**src/rtl/seg_display_arbiter_pkg.sv**
```systemverilog
// seg_display_arbiter_pkg: shared FSM state encodings and default hold time
package seg_display_arbiter_pkg;

    typedef enum logic [1:0] {
        ST_IDLE  = 2'd0,
        ST_HOLD  = 2'd1,
        ST_READY = 2'd2
    } state_t;

    localparam logic [23:0] HOLD_CYCLES = 24'd5_000_000;

endpackage

```
**src/rtl/seg_display_arbiter_rr_pick.sv**
```systemverilog
// seg_display_arbiter_rr_pick: combinational round-robin priority picker
// Ports:
//   req    - request vector
//   ptr    - index with highest priority this cycle
//   mask   - requesters excluded from selection
//   any    - at least one unmasked request
//   idx    - winning index (first set bit scanning upward from ptr, modulo n)
//   onehot - winner as a one-hot vector, zero when nothing wins
module seg_display_arbiter_rr_pick #(
    parameter int n     = 4,
    parameter int idx_w = 3
) (
    input  logic [n-1:0]     req,
    input  logic [idx_w-1:0] ptr,
    input  logic [n-1:0]     mask,
    output logic             any,
    output logic [idx_w-1:0] idx,
    output logic [n-1:0]     onehot
);

    logic [n-1:0] cand;

    assign cand   = req & ~mask;
    assign any    = |cand;
    assign onehot = any ? (n'(1) << idx) : '0;

    // Later assignments win: the lowest bit at or above ptr overrides the
    // lowest bit below ptr, giving the wrap-around scan order.
    always_comb begin
        idx = '0;
        for (int i = n - 1; i >= 0; i--)
            if (cand[i] && i < int'(ptr)) idx = idx_w'(i);
        for (int i = n - 1; i >= 0; i--)
            if (cand[i] && i >= int'(ptr)) idx = idx_w'(i);
    end

endmodule

```
**src/rtl/seg_display_arbiter.sv**
```systemverilog
// seg_display_arbiter: round-robin sharing of the 7-segment display value with minimum hold
// Ports:
//   clk    - system clock, rising edge
//   reset  - asynchronous active-low reset
//   req    - level request per requester, held until its ack
//   data   - flattened requester values, requester i at [i*w +: w]
//   freeze - blocks new grants while high
//   ack    - one-cycle one-hot capture pulse
//   num    - registered display value
//   owner  - index of the requester currently shown
//   busy   - high while the minimum hold is running
module seg_display_arbiter
    import seg_display_arbiter_pkg::*;
#(
    parameter int               w           = 32,
    parameter int               n_req       = 4,
    parameter int               hold_w      = 24,
    parameter logic [hold_w-1:0] hold_cycles = hold_w'(HOLD_CYCLES),
    parameter int               idx_w       = 3
) (
    input  logic               clk,
    input  logic               reset,
    input  logic [n_req-1:0]   req,
    input  logic [n_req*w-1:0] data,
    input  logic               freeze,
    output logic [n_req-1:0]   ack,
    output logic [w-1:0]       num,
    output logic [idx_w-1:0]   owner,
    output logic               busy
);

    // A hold of 0 behaves as 1: the counter reloads with max(hold_cycles,1)-1.
    localparam logic [hold_w-1:0] hold_load = (hold_cycles == '0) ? '0 : hold_cycles - 1'b1;

    state_t             state, nxt;
    logic [idx_w-1:0]   ptr;
    logic [hold_w-1:0]  cnt;
    logic               any, grant;
    logic [idx_w-1:0]   idx;
    logic [n_req-1:0]   onehot;
    logic [w-1:0]       sel;

    // The previous cycle's ack masks that requester while it drops req.
    seg_display_arbiter_rr_pick #(
        .n     (n_req),
        .idx_w (idx_w)
    ) u_rr_pick (
        .req    (req),
        .ptr    (ptr),
        .mask   (ack),
        .any    (any),
        .idx    (idx),
        .onehot (onehot)
    );

    assign busy = state == ST_HOLD;

    always_comb begin
        grant = state != ST_HOLD && !freeze && any;
        nxt   = grant ? ST_HOLD : (state == ST_HOLD && cnt == '0) ? ST_READY : state;
    end

    always_comb begin
        sel = '0;
        for (int i = 0; i < n_req; i++)
            if (idx == idx_w'(i)) sel = data[i*w +: w];
    end

    always_ff @(posedge clk or negedge reset) begin
        if (!reset) state <= ST_IDLE;
        else        state <= nxt;
    end

    always_ff @(posedge clk or negedge reset) begin
        if (!reset) begin
            num   <= '0;
            owner <= '0;
            ack   <= '0;
            ptr   <= '0;
            cnt   <= '0;
        end else begin
            ack <= grant ? onehot : '0;
            if (grant) begin
                num   <= sel;
                owner <= idx;
                ptr   <= (idx == idx_w'(n_req - 1)) ? '0 : idx + 1'b1;
                cnt   <= hold_load;
            end else if (state == ST_HOLD && cnt != '0) begin
                cnt <= cnt - 1'b1;
            end
        end
    end

endmodule

```
**config.mk**
```make
export PLATFORM = sky130hd
export DESIGN_NAME = seg_display_arbiter
export DESIGN_NICKNAME = d
export VERILOG_FILES = /design/src/rtl/seg_display_arbiter_pkg.sv /design/src/rtl/seg_display_arbiter_rr_pick.sv /design/src/rtl/seg_display_arbiter.sv
export SDC_FILE = /design/constraint.sdc
export NUM_CORES = 1
export LEC_CHECK = 0
export ABC_AREA = 0
export CORE_ASPECT_RATIO = 1.25
export CORE_MARGIN = 5
export CORE_UTILIZATION = 43
export CTS_BUF_LIST = sky130_fd_sc_hd__clkbuf_4
export DETAILED_ROUTE_END_ITERATION = 12
export HOLD_SLACK_MARGIN = 0.15
export PLACE_DENSITY = 0.85
export REMOVE_ABC_BUFFERS = 1
export SYNTH_ARGS = -nofsm -noshare
export SYNTH_HDL_FRONTEND = slang
export SYNTH_SLANG_ARGS = --single-unit
```
**constraint.sdc**
```tcl
create_clock -name clk -period 3.04 [get_ports clk]
set_input_delay 0.608 -clock clk [delete_from_list [all_inputs] [get_ports clk]]
set_output_delay 0.608 -clock clk [all_outputs]
set_load 0.03 [all_outputs]
```
==> results_dict.tcl, run 1 <==
set metrics [dict create \
    status "complete, no violations" \
    arrival_ns 2.95 \
    routed_wl_um 11700 \
    viasPerCell 5.47 \
    pin_count 175 \
    cts_buffer_depth 2 \
    maxSlewViolCount 0 \
    drt_iter0_drc 156 \
    synth_top_family_by_area "simple AND/OR/NAND/NOR gates" \
    cts_tree "done" \
    antenna_found_initial 0 \
    crit_type "primary input to register" \
    start_util 0.445 \
    drt-pass1-iter-count 4 \
    yosys.area_share.adder 0.0161 \
    critical-path-max-stage-delay_ns 0.48 \
    io_buffer_count 173 \
    area_growth_pct 52.9 \
    timing.rr.start "ptr[1]" \
    drive_gt1_frac 0.0874 \
    worstSkewPairLatency_ns 0.42 \
    cts_root_buffer "clkbuf_4" \
    wl_met2_um 6140 \
    wl_per_cell_um 15.8 \
    yosysWarnings 0 \
    drc_errors 0 \
    core-area_um2 8750 \
    clock_skew_ns 0.0154 \
    place_inst 722 \
    placement.cell_area_um2 5840 \
    synth_edf_count 0 \
    overflow 0 \
    nNetsFinal 753 \
    synth_flop_cell "dfrtp_1" \
    finalCritPeriodShare 0.868 \
    final_util 0.680 \
    rsz0062_at_grt "no" \
    hold_buffers 0 \
    num_vias 4034 \
    fill_cells 731 \
    ys_seq_elements 66 \
    synth_xor_area_frac 0.00901 \
    multi_input_area_um2 2080 \
    grt_start_max_net_pins 72 \
    cp-end-kind "register" \
    max_freq_mhz 379 \
    cts_max_level 3 \
    gp_congestion 0.776 \
    crit_slowest_cell "clkdlybuf4s50_1" \
    stdcell_count 738 \
    critical_path.max_fanout 10 \
    power.density_nw_per_um2 640 \
    antenna_cells 0 \
    finalSetupViolCount 0 \
    seq_area_frac_synth 0.425 \
    synth_cells 445 \
    start_kind "primary input" \
    drv_cap 0 \
    path_clk_slew_ns 0.11 \
    path_cells "clkdlybuf4s50_1, nand2b_1, mux2_2, nor2_1, nor3_1, buf_4, ha_1, nor2b_2, buf_4, a221oi_1, nor3_1, a21oi_1, o21ai_0" \
    p_leak_uw 0.00233 \
    setup_tns_ns 0 \
    syn-cell-area_um2 3890 \
    numCtsBuffers 9 \
    rows 38 \
    cts.sinks 66 \
    async_reset_ff_frac 1.00 \
    die_y_um 116 \
    postCtsSetupBuffers 0 \
    required_ns 3.35 \
    ff2ff_setup_slack_ns 0.59 \
    top_layer_used "met4" \
    dp_hpwl_um 8870 \
    grt_pass1_vias 4173 \
    hold_viol_final 0 \
    detail-route-antenna-nets 0 \
    rr_endpoint "num[1]" \
    synth-compound-area-share 0.235 \
    layout_min_cycle_time_ns 2.64 \
    critPathBufInv 3 \
    track_usage 0.219 \
    ir_worst_vdd_uv 293 \
    holdWs_ns 0.359 \
    fp.dieW_um 95.1 \
    worst_slew_pin_slew_ns 0.824 \
    ys_types 48 \
    min_path_type "primary input to async pin" \
    seqCellArea_um2 1650 \
    postSynthAreaPerCell_um2 8.74 \
    cp_top_family "buffers and inverters" \
    synthSimpleGateAreaFrac 0.249 \
    die_area_um2 11100 \
    met1_length_um 4400 \
    stdcell_area_um2 5950 \
    post_synth_mux_area_share 0.0219 \
    reg2reg_depth 12 \
    relSlewSlack 0.450 \
    cts_resized 0 \
    grt_pass1_wl_um 19200 \
    dr_wl_met3_um 833 \
]
[worst max path at each step]
stage	startpoint	end	slack, ns	depth (start not counted)
6_report	req[0]	num[1]	0.40	13
5_1_grt	req[0]	num[1]	0.22	13
4_1_cts	req[0]	num[14]	0.38	13
3_5_place_dp	req[0]	num[14]	-0.06	13
3_3_place_gp	req[2]	num[14]	0.03	13
2_1_floorplan	req[1]	num[0]	-0.51	11
[cells in the mapped netlist (2+ instances only)]
master    instances  share of area
dfrtp_1          66           0.42
nand2_1          46          0.044
a21oi_1          43          0.055
nor3_1           40          0.051
o21ai_0          38          0.049
nor2b_1          34          0.055
clkbuf_1         33          0.032
a221oi_1         31          0.070
nor2_1           13          0.013
or4_1             9          0.017
inv_1             7         0.0068
nor4_1            7          0.011
nand2b_1          6         0.0097
ha_1              5          0.016
or3_1             5         0.0080
a211oi_1          4         0.0077
a31oi_1           4         0.0064
and3_1            4         0.0064
mux2_2            4          0.012
mux2i_1           4          0.010
nand3_1           3         0.0039
nand3b_1          3         0.0058
o31ai_1           3         0.0058
or4_4             3         0.0087
xnor2_1           3         0.0068
nand4_1           2         0.0032
o211ai_1          2         0.0039
o21a_1            2         0.0039
o21ai_2           2         0.0045
[final cells by class]
type / instances / area share
clock buffer: 12 / 0.0151
tap: 120 / 0.0252
inverter: 7 / 0.00442
multi-input combinational: 337 / 0.349
sequential: 66 / 0.278
timing repair buffer: 192 / 0.325
clock inverter: 4 / 0.00316
[power by group]
part           total (µW)  leakage, µW  switching (µW)  internal [µW]
logic                2030      0.00144            1090            943
clock network         492    0.0000685             303            190
registers            1280     0.000818             170           1110
total                3810      0.00233            1560           2250
[state kept, by name (all words and copies together) (netlist names)]
| name | count |
|---|---|
| ack | 4 |
| cnt | 24 |
| num | 32 |
| owner | 2 |
| ptr | 2 |
| state | 2 |
[layer usage]
| metal | up-vias | GRT usage |
|---|---|---|
| li1 | 1991 | - |
| met1 | 1875 | 0.244 |
| met2 | 148 | 0.391 |
| met3 | 20 | 0.0528 |
| met4 | 0 | 0.100 |
| met5 | - | 0 |
[placed cells by master (no fill, tap or decap), types with 9 or more instances in the layout]
| cell | count |
|---|---|
| dfrtp_1 | 66 |
| nor2_1 | 13 |
| o21ai_0 | 38 |
| a21oi_1 | 43 |
| a221oi_1 | 31 |
| clkdlybuf4s50_1 | 172 |
| clkbuf_4 | 12 |
| nor3_1 | 40 |
| nand2_1 | 45 |
| or4_1 | 9 |
| nor2b_1 | 33 |
| buf_4 | 14 |
[cell families after synthesis]
kind of cell,Yosys count
adders and majority gates,5
muxes,8
xor gates and xnor gates,4
DFF,66
and+or+nand+nor,180
other,1
AOI/OAI and AO/OA,139
buffers and inverters,42
[stage by stage]
| stage | total power (µW) | setup WS [ns] |
|---|---|---|
| 5_1_grt | 4110 | 0.216 |
| 4_1_cts | 3840 | 0.383 |
| 2_1_floorplan | 2440 | -0.514 |
| 3_3_place_gp | 3280 | 0.0304 |
| 6_report | 3810 | 0.403 |
| 3_5_place_dp | 3350 | -0.0608 |
No activity file was read; power rests on OpenSTA's default activity.
==> run 2: changes to the inputs <==
--- a/config.mk
+++ b/config.mk
@@ -8,12 +8,13 @@
 export ABC_AREA = 0
 export CORE_ASPECT_RATIO = 1.25
 export CORE_MARGIN = 5
-export CORE_UTILIZATION = 43
+export CORE_UTILIZATION = 41
 export CTS_BUF_LIST = sky130_fd_sc_hd__clkbuf_4
 export DETAILED_ROUTE_END_ITERATION = 12
 export HOLD_SLACK_MARGIN = 0.15
-export PLACE_DENSITY = 0.85
+export PLACE_DENSITY = 0.82
 export REMOVE_ABC_BUFFERS = 1
 export SYNTH_ARGS = -nofsm -noshare
 export SYNTH_HDL_FRONTEND = slang
+export SYNTH_HIERARCHICAL = 1
 export SYNTH_SLANG_ARGS = --single-unit
==> run 2 against run 1 <==
Compared with the run above: count of clock-buffer cells in the layout shrank 2; worst setup slack lost 0.25 ns; critical endpoint is now num[0]; global-route usage shrank 0.88 points; hold slack lost 0.15 ns; wire length grew 9.1%; clock power is essentially flat; sequential power shrank 21%; register-to-register slack lost 0.27 ns.
==> results_dict.tcl, run 2 <==
set metrics [dict create \
    status "complete, no violations" \
    io_buffer_count 174 \
    cp_common_cell "nor3b_4" \
    cp-end-kind "register" \
    fin_ws_ns 0.149 \
    drv_cap 0 \
    dp_hpwl_um 9580 \
    detail-route-antenna-nets 0 \
    cts.sinks 68 \
    holdWs_ns 0.212 \
    routed_wl_um 12700 \
    pin_count 175 \
    nNetsFinal 793 \
    gp_congestion 0.890 \
    drt_iter0_drc 183 \
    ys_seq_elements 68 \
    layout_min_cycle_time_ns 2.89 \
    synth_top_area_frac 0.427 \
    clock_skew_ns 0.0127 \
    multi_input_area_um2 2220 \
    largest_register "num" \
    switching_share 0.320 \
    power.density_nw_per_um2 361 \
    postSynthAreaPerCell_um2 8.45 \
    maxSlewViolCount 0 \
    grt_pass1_wl_um 20300 \
    crit_type "primary input to register" \
    fp.dieW_um 98.1 \
    yosysWarnings 6 \
    worstSkewPairLatency_ns 0.42 \
    clkPwrFrac 0.217 \
    cts_tree "done" \
    num_vias 4252 \
    ff2ff_setup_slack_ns 0.32 \
    ys_types 51 \
    synthMostInstantiatedCell "dfrtp_1" \
    overflow 0 \
    critical_path.max_fanout 30 \
    setup_tns_ns 0 \
    cts_max_level 3 \
    yosys-top-cells-area "dfrtp_1, a221oi_1, nor2_1" \
    path_clk_slew_ns 0.12 \
    drive_gt1_frac 0.116 \
    p_leak_uw 0.00248 \
    reg_top3 "num (32), cnt (24), ack (4)" \
    hold_viol_final 0 \
    dp_slack_ns -0.343 \
    wl_per_cell_um 16.2 \
    syn-cell-area_um2 3980 \
    finalSetupViolCount 0 \
    synth_cells 471 \
    path_cells "clkdlybuf4s50_1, nor3b_4, a2bb2oi_2, nand2_1, a221o_1, inv_2, inv_1, ha_1, nor3b_4, buf_12, a221oi_1, nor3_1, a21oi_1, o21ai_0" \
    start_util 0.416 \
    stdcell_count 783 \
    required_ns 3.33 \
    synth_flop_cell "dfrtp_1" \
    rr_endpoint "num[0]" \
    die_area_um2 11800 \
    largest_register_ff_count 32 \
    relSlewSlack 0.482 \
    track_usage 0.210 \
    numCtsBuffers 9 \
    cts_root_buffer "clkbuf_4" \
    core-area_um2 9560 \
    critPathLaunch "req[3]" \
    die_y_um 120 \
    critical-path-max-stage-delay_ns 0.47 \
    critPathCapture "num[0]" \
    min_path_type "primary input to async pin" \
    worst_slew_pin_slew_ns 0.775 \
    seq_area_frac_synth 0.427 \
    grt_start_max_net_pins 58 \
    synth_edf_count 0 \
    drc_errors 0 \
    p_switching_uw 728 \
    antenna_found_initial 0 \
    reg2reg_depth 13 \
    power_frac_comb 0.337 \
    ir_worst_vdd_uv 168 \
    fill_cells 745 \
    max_freq_mhz 346 \
    grt_pass1_vias 4309 \
    seqPwrFrac 0.446 \
    async_reset_ff_frac 1.00 \
    drt-pass1-iter-count 5 \
    seqCellArea_um2 1700 \
    cts_buffer_depth 2 \
    viasPerCell 5.43 \
    crit_slowest_cell "clkdlybuf4s50_1" \
    post-synth-top-area-cell "dfrtp_1" \
    finalPower_uw 2280 \
    p_int_uw 1550 \
    finalCritPeriodShare 0.951 \
    synthTopCellsByCount "dfrtp_1, nor2_1, nand2_1" \
    area_growth_pct 58.5 \
    timing.rr.start "ptr[2]" \
    final_common_cell "clkdlybuf4s50_1" \
    layout_common_cells "clkdlybuf4s50_1, dfrtp_1, nor2_1, nand2_1, a21oi_1" \
    antenna_cells 0 \
    place_inst 763 \
    start_kind "primary input" \
    arrival_ns 3.18 \
    rows 40 \
]
## run 2: power by group through the flow
stage / Sequential, µW / Clock [µW] / Combinational [µW]
2_1_floorplan: 1090 / 0 / 269
3_3_place_gp: 1030 / 0 / 701
3_5_place_dp: 1030 / 0 / 718
4_1_cts: 1010 / 510 / 720
5_1_grt: 1020 / 544 / 833
6_report: 1010 / 494 / 767
## run 2: how the worst min path moves through the flow
| stage | cells after the start | start | endpoint |
|---|---|---|---|
| detailed placement | 2 | num[25] | num[25] |
| global route | 1 | reset | ack[0] |
| finish | 1 | reset | ack[3] |
| floorplan | 0 | reset | ack[0] |
| global placement | 2 | num[3] | num[3] |
| CTS | 1 | reset | ack[3] |
## run 2: logic make-up (layout without fill, tap and decap cells)
logic type | after synthesis | in the layout | share of synthesized area
AOI/OAI and AO/OA | 130 | 130 | 0.210
xor gates and xnor gates | 11 | 11 | 0.0242
adders and majority gates | 6 | 6 | 0.0189
buffers and inverters | 41 | 227 | 0.0424
DFF | 68 | 68 | 0.427
muxes | 5 | 5 | 0.0126
other | 1 | 1 | 0.000942
and+or+nand+nor | 209 | 209 | 0.264
## run 2: cell type report
type	instances	area share
Tap cell	126	0.0250
Sequential cell	68	0.270
Inverter	7	0.00416
Multi-Input combinational cell	362	0.352
Timing Repair Buffer	204	0.332
Clock buffer	10	0.0119
Clock inverter	6	0.00496
## run 2: timing repair
action / in CTS / in global routing
hold endpoints to repair: 0 / 0
setup endpoints to repair: 0 / 27
setup buffers: 0 / 2
resized for setup: 0 / 15
hold buffers: 0 / 0
## run 2: metal layers
metal / part of all wire / wire length [µm] / GRT usage / up-vias
li1: - / - / - / 2062
met1: 0.38 / 4800 / 0.236 / 1988
met2: 0.51 / 6530 / 0.364 / 167
met3: 0.074 / 942 / 0.0554 / 35
met4: 0.035 / 449 / 0.107 / 0
met5: 0 / 0 / 0 / -
## run 2: stage by stage
step,utilization,cell area (µm²)
6_report,0.660,6310
5_1_grt,0.660,6310
3_3_place_gp,0.631,6030
3_5_place_dp,0.631,6030
2_1_floorplan,-,3840
4_1_cts,0.642,6140
## run 2: critical path: cells and delay by family
| kind | cells | cell delay [ns] |
|---|---|---|
| and+or+nand+nor | 4 | 0.50 |
| AOI/OAI and AO/OA | 5 | 1.08 |
| adders and majority gates | 1 | 0.20 |
| buffers and inverters | 4 | 0.77 |
==> run 3: changes to the inputs <==
--- a/config.mk
+++ b/config.mk
@@ -8,13 +8,12 @@
 export ABC_AREA = 0
 export CORE_ASPECT_RATIO = 1.25
 export CORE_MARGIN = 5
-export CORE_UTILIZATION = 41
+export CORE_UTILIZATION = 39
 export CTS_BUF_LIST = sky130_fd_sc_hd__clkbuf_4
 export DETAILED_ROUTE_END_ITERATION = 12
 export HOLD_SLACK_MARGIN = 0.15
-export PLACE_DENSITY = 0.82
+export PLACE_DENSITY = 0.79
 export REMOVE_ABC_BUFFERS = 1
 export SYNTH_ARGS = -nofsm -noshare
 export SYNTH_HDL_FRONTEND = slang
-export SYNTH_HIERARCHICAL = 1
 export SYNTH_SLANG_ARGS = --single-unit
==> constraint.sdc (replaced) <==
create_clock -name clk -period 2.6 [get_ports clk]
set_input_delay 0.52 -clock clk [delete_from_list [all_inputs] [get_ports clk]]
set_output_delay 0.52 -clock clk [all_outputs]
set_load 0.03 [all_outputs]
==> run 3 against run 2 <==
Compared with the run above: global-route usage down 0.70 points; sequential power up 49%; utilization fell by 2.5 points; worst setup slack worse by 0.069 ns; critical path type unchanged.
==> results_dict.tcl, run 3 (synthesized netlist as in run 1, its figures left out) <==
set metrics [dict create \
    reg_top3 "num (32), cnt (24), ack (4)" \
    path_cells "clkdlybuf4s50_1, nand2b_4, mux2_2, nor2_2, nor3_2, buf_4, ha_2, nor2b_4, buf_12, a221oi_2, nor3_1, a21oi_1, o21ai_0" \
    cts_root_buffer "clkbuf_4" \
    stdcell_area_um2 6170 \
    num_vias 4075 \
    layout_min_cycle_time_ns 2.52 \
    path_clk_slew_ns 0.12 \
    finalCritPeriodShare 0.969 \
    largest_register_ff_count 32 \
    drt_iter0_drc 172 \
    area_growth_pct 58.6 \
    seqPwrFrac 0.303 \
    critical-path-max-stage-delay_ns 0.51 \
    cp_top_family "buffers and inverters" \
    antenna_cells 0 \
    io_buffer_count 173 \
    hold_viol_final 0 \
    postCtsSetupBuffers 0 \
    grt_pass1_vias 4091 \
    antenna_found_initial 0 \
    start_util 0.401 \
    arrival_ns 2.85 \
    track_usage 0.203 \
    drive_gt1_frac 0.101 \
    worst_slew_pin_slew_ns 0.829 \
    cts_buffer_depth 2 \
    final_common_cell "clkdlybuf4s50_1" \
    finalSetupViolCount 0 \
    ir_worst_vdd_uv 395 \
    layout_common_cells "clkdlybuf4s50_1, dfrtp_1, nand2_1, a21oi_1, nor3_1" \
    max_freq_mhz 397 \
    pin_count 175 \
    p_int_uw 3070 \
    crit_type "primary input to register" \
    cts_tree "done" \
    grt_start_max_net_pins 67 \
    nNetsFinal 756 \
    p_switching_uw 1890 \
    crit_slowest_cell "clkdlybuf4s50_1" \
    switching_share 0.381 \
    maxSlewViolCount 0 \
    viasPerCell 5.46 \
    numCtsBuffers 9 \
    hold_buffers 0 \
    die_y_um 122 \
    fill_cells 828 \
    fp.dieW_um 99.3 \
    clkPwrFrac 0.192 \
    power.density_nw_per_um2 805 \
    critPathBufInv 3 \
    drv_cap 0 \
    fin_ws_ns 0.0797 \
    grt_pass1_wl_um 19600 \
    start_kind "primary input" \
    gp_congestion 0.851 \
    required_ns 2.93 \
    drt-pass1-iter-count 6 \
    placement.cell_area_um2 5900 \
    overflow 0 \
    relSlewSlack 0.447 \
    core-area_um2 9710 \
    routed_wl_um 12300 \
    cp-end-kind "register" \
    drc_errors 0 \
    dp_slack_ns -0.442 \
    dp_hpwl_um 9520 \
    min_path_type "primary input to async pin" \
    critical_path.max_fanout 10 \
    detail-route-antenna-nets 0 \
    die_area_um2 12100 \
    status "complete, no violations" \
    cts.sinks 66 \
    rows 40 \
    wl_per_cell_um 16.5 \
    clock_skew_ns 0.0157 \
    p_leak_uw 0.00241 \
    cts_max_level 3 \
    worstSkewPairLatency_ns 0.41 \
    largest_register "num" \
    power_frac_comb 0.505 \
    rsz0062_at_grt "yes" \
]
==> run 3: cell types whose count changed in the layout (fill, tap and decap cells not counted), moves of 6 or more <==
cell	before	now
xnor2_1	9	3
o21ai_1	20	4
a221oi_2	10	1
or4_1	3	9
buf_4	20	12
o21ai_0	21	34
nor2b_1	2	33
nand2_1	54	45
nor2_1	57	12
a221oi_1	22	30
==> run 3: final cells by class <==
type	count	area (µm²)	area share
Multi-Input combinational cell	337	2110	0.343
Sequential cell	66	1650	0.268
Clock inverter	6	129	0.0209
Tap cell	126	158	0.0256
Inverter	7	26.3	0.00426
Timing Repair Buffer	195	2010	0.327
Clock buffer	10	75.1	0.0122
==> run 3: power by group through the flow <==
stage                     Sequential (µW)  Clock, µW  Combinational [µW]
after floorplan                      1880          0                 975
after global placement               1510          0                2390
after detailed placement             1530          0                2440
after CTS                            1510        977                2450
after global routing                 1560       1040                2730
final                                1500        952                2510
==> run 3: routing by layer <==
metal / share of wire / wire length (µm) / GRT usage / vias up
li1: - / - / - / 2001
met1: 0.37 / 4570 / 0.228 / 1907
met2: 0.54 / 6670 / 0.361 / 152
met3: 0.074 / 908 / 0.0722 / 15
met4: 0.016 / 195 / 0.0564 / 0
met5: 0 / 0 / 0 / -
==> run 3: worst paths after layout <==
check / start / end / slack (ns) / cells past startpoint
hold / removal: reset / state[1] / 0.28 / 2
setup / recovery: req[2] / num[31] / 0.08 / 13
setup reg to reg: cnt[19] / cnt[9] / 0.19 / 5
max in group asynchronous: reset / cnt[3] / 1.76 / 2
min in group clk: num[0] / num[0] / 0.49 / 2
hold reg to reg: num[0] / num[0] / 0.49 / 2
==> run 3: worst register-to-register path, delay by kind of cell (launching register included) <==
kind	cells	cell delay [ns]
compound gates	1	0.31
flops	1	0.43
mux	1	0.19
simple gates	3	1.41
==> run 3: repair_timing <==
item                                    4_1_cts  5_1_grt
endpoints found under the setup margin        0       30
gates resized for setup                       0       12
hold endpoints to repair                      0        0
==> run 3: metrics by stage <==
stage	setup TNS [ns]	total power (µW)	hold slack (ns)	cells	utilization
4_1_cts	0	4930	0.300	746	0.628
3_5_place_dp	-9.60	3970	0.469	730	0.607
3_3_place_gp	-8.11	3890	0.462	730	0.607
2_1_floorplan	-30.34	2850	0.224	410	-
6_report	0	4960	0.281	747	0.635
5_1_grt	-0.0624	5330	0.328	747	0.635
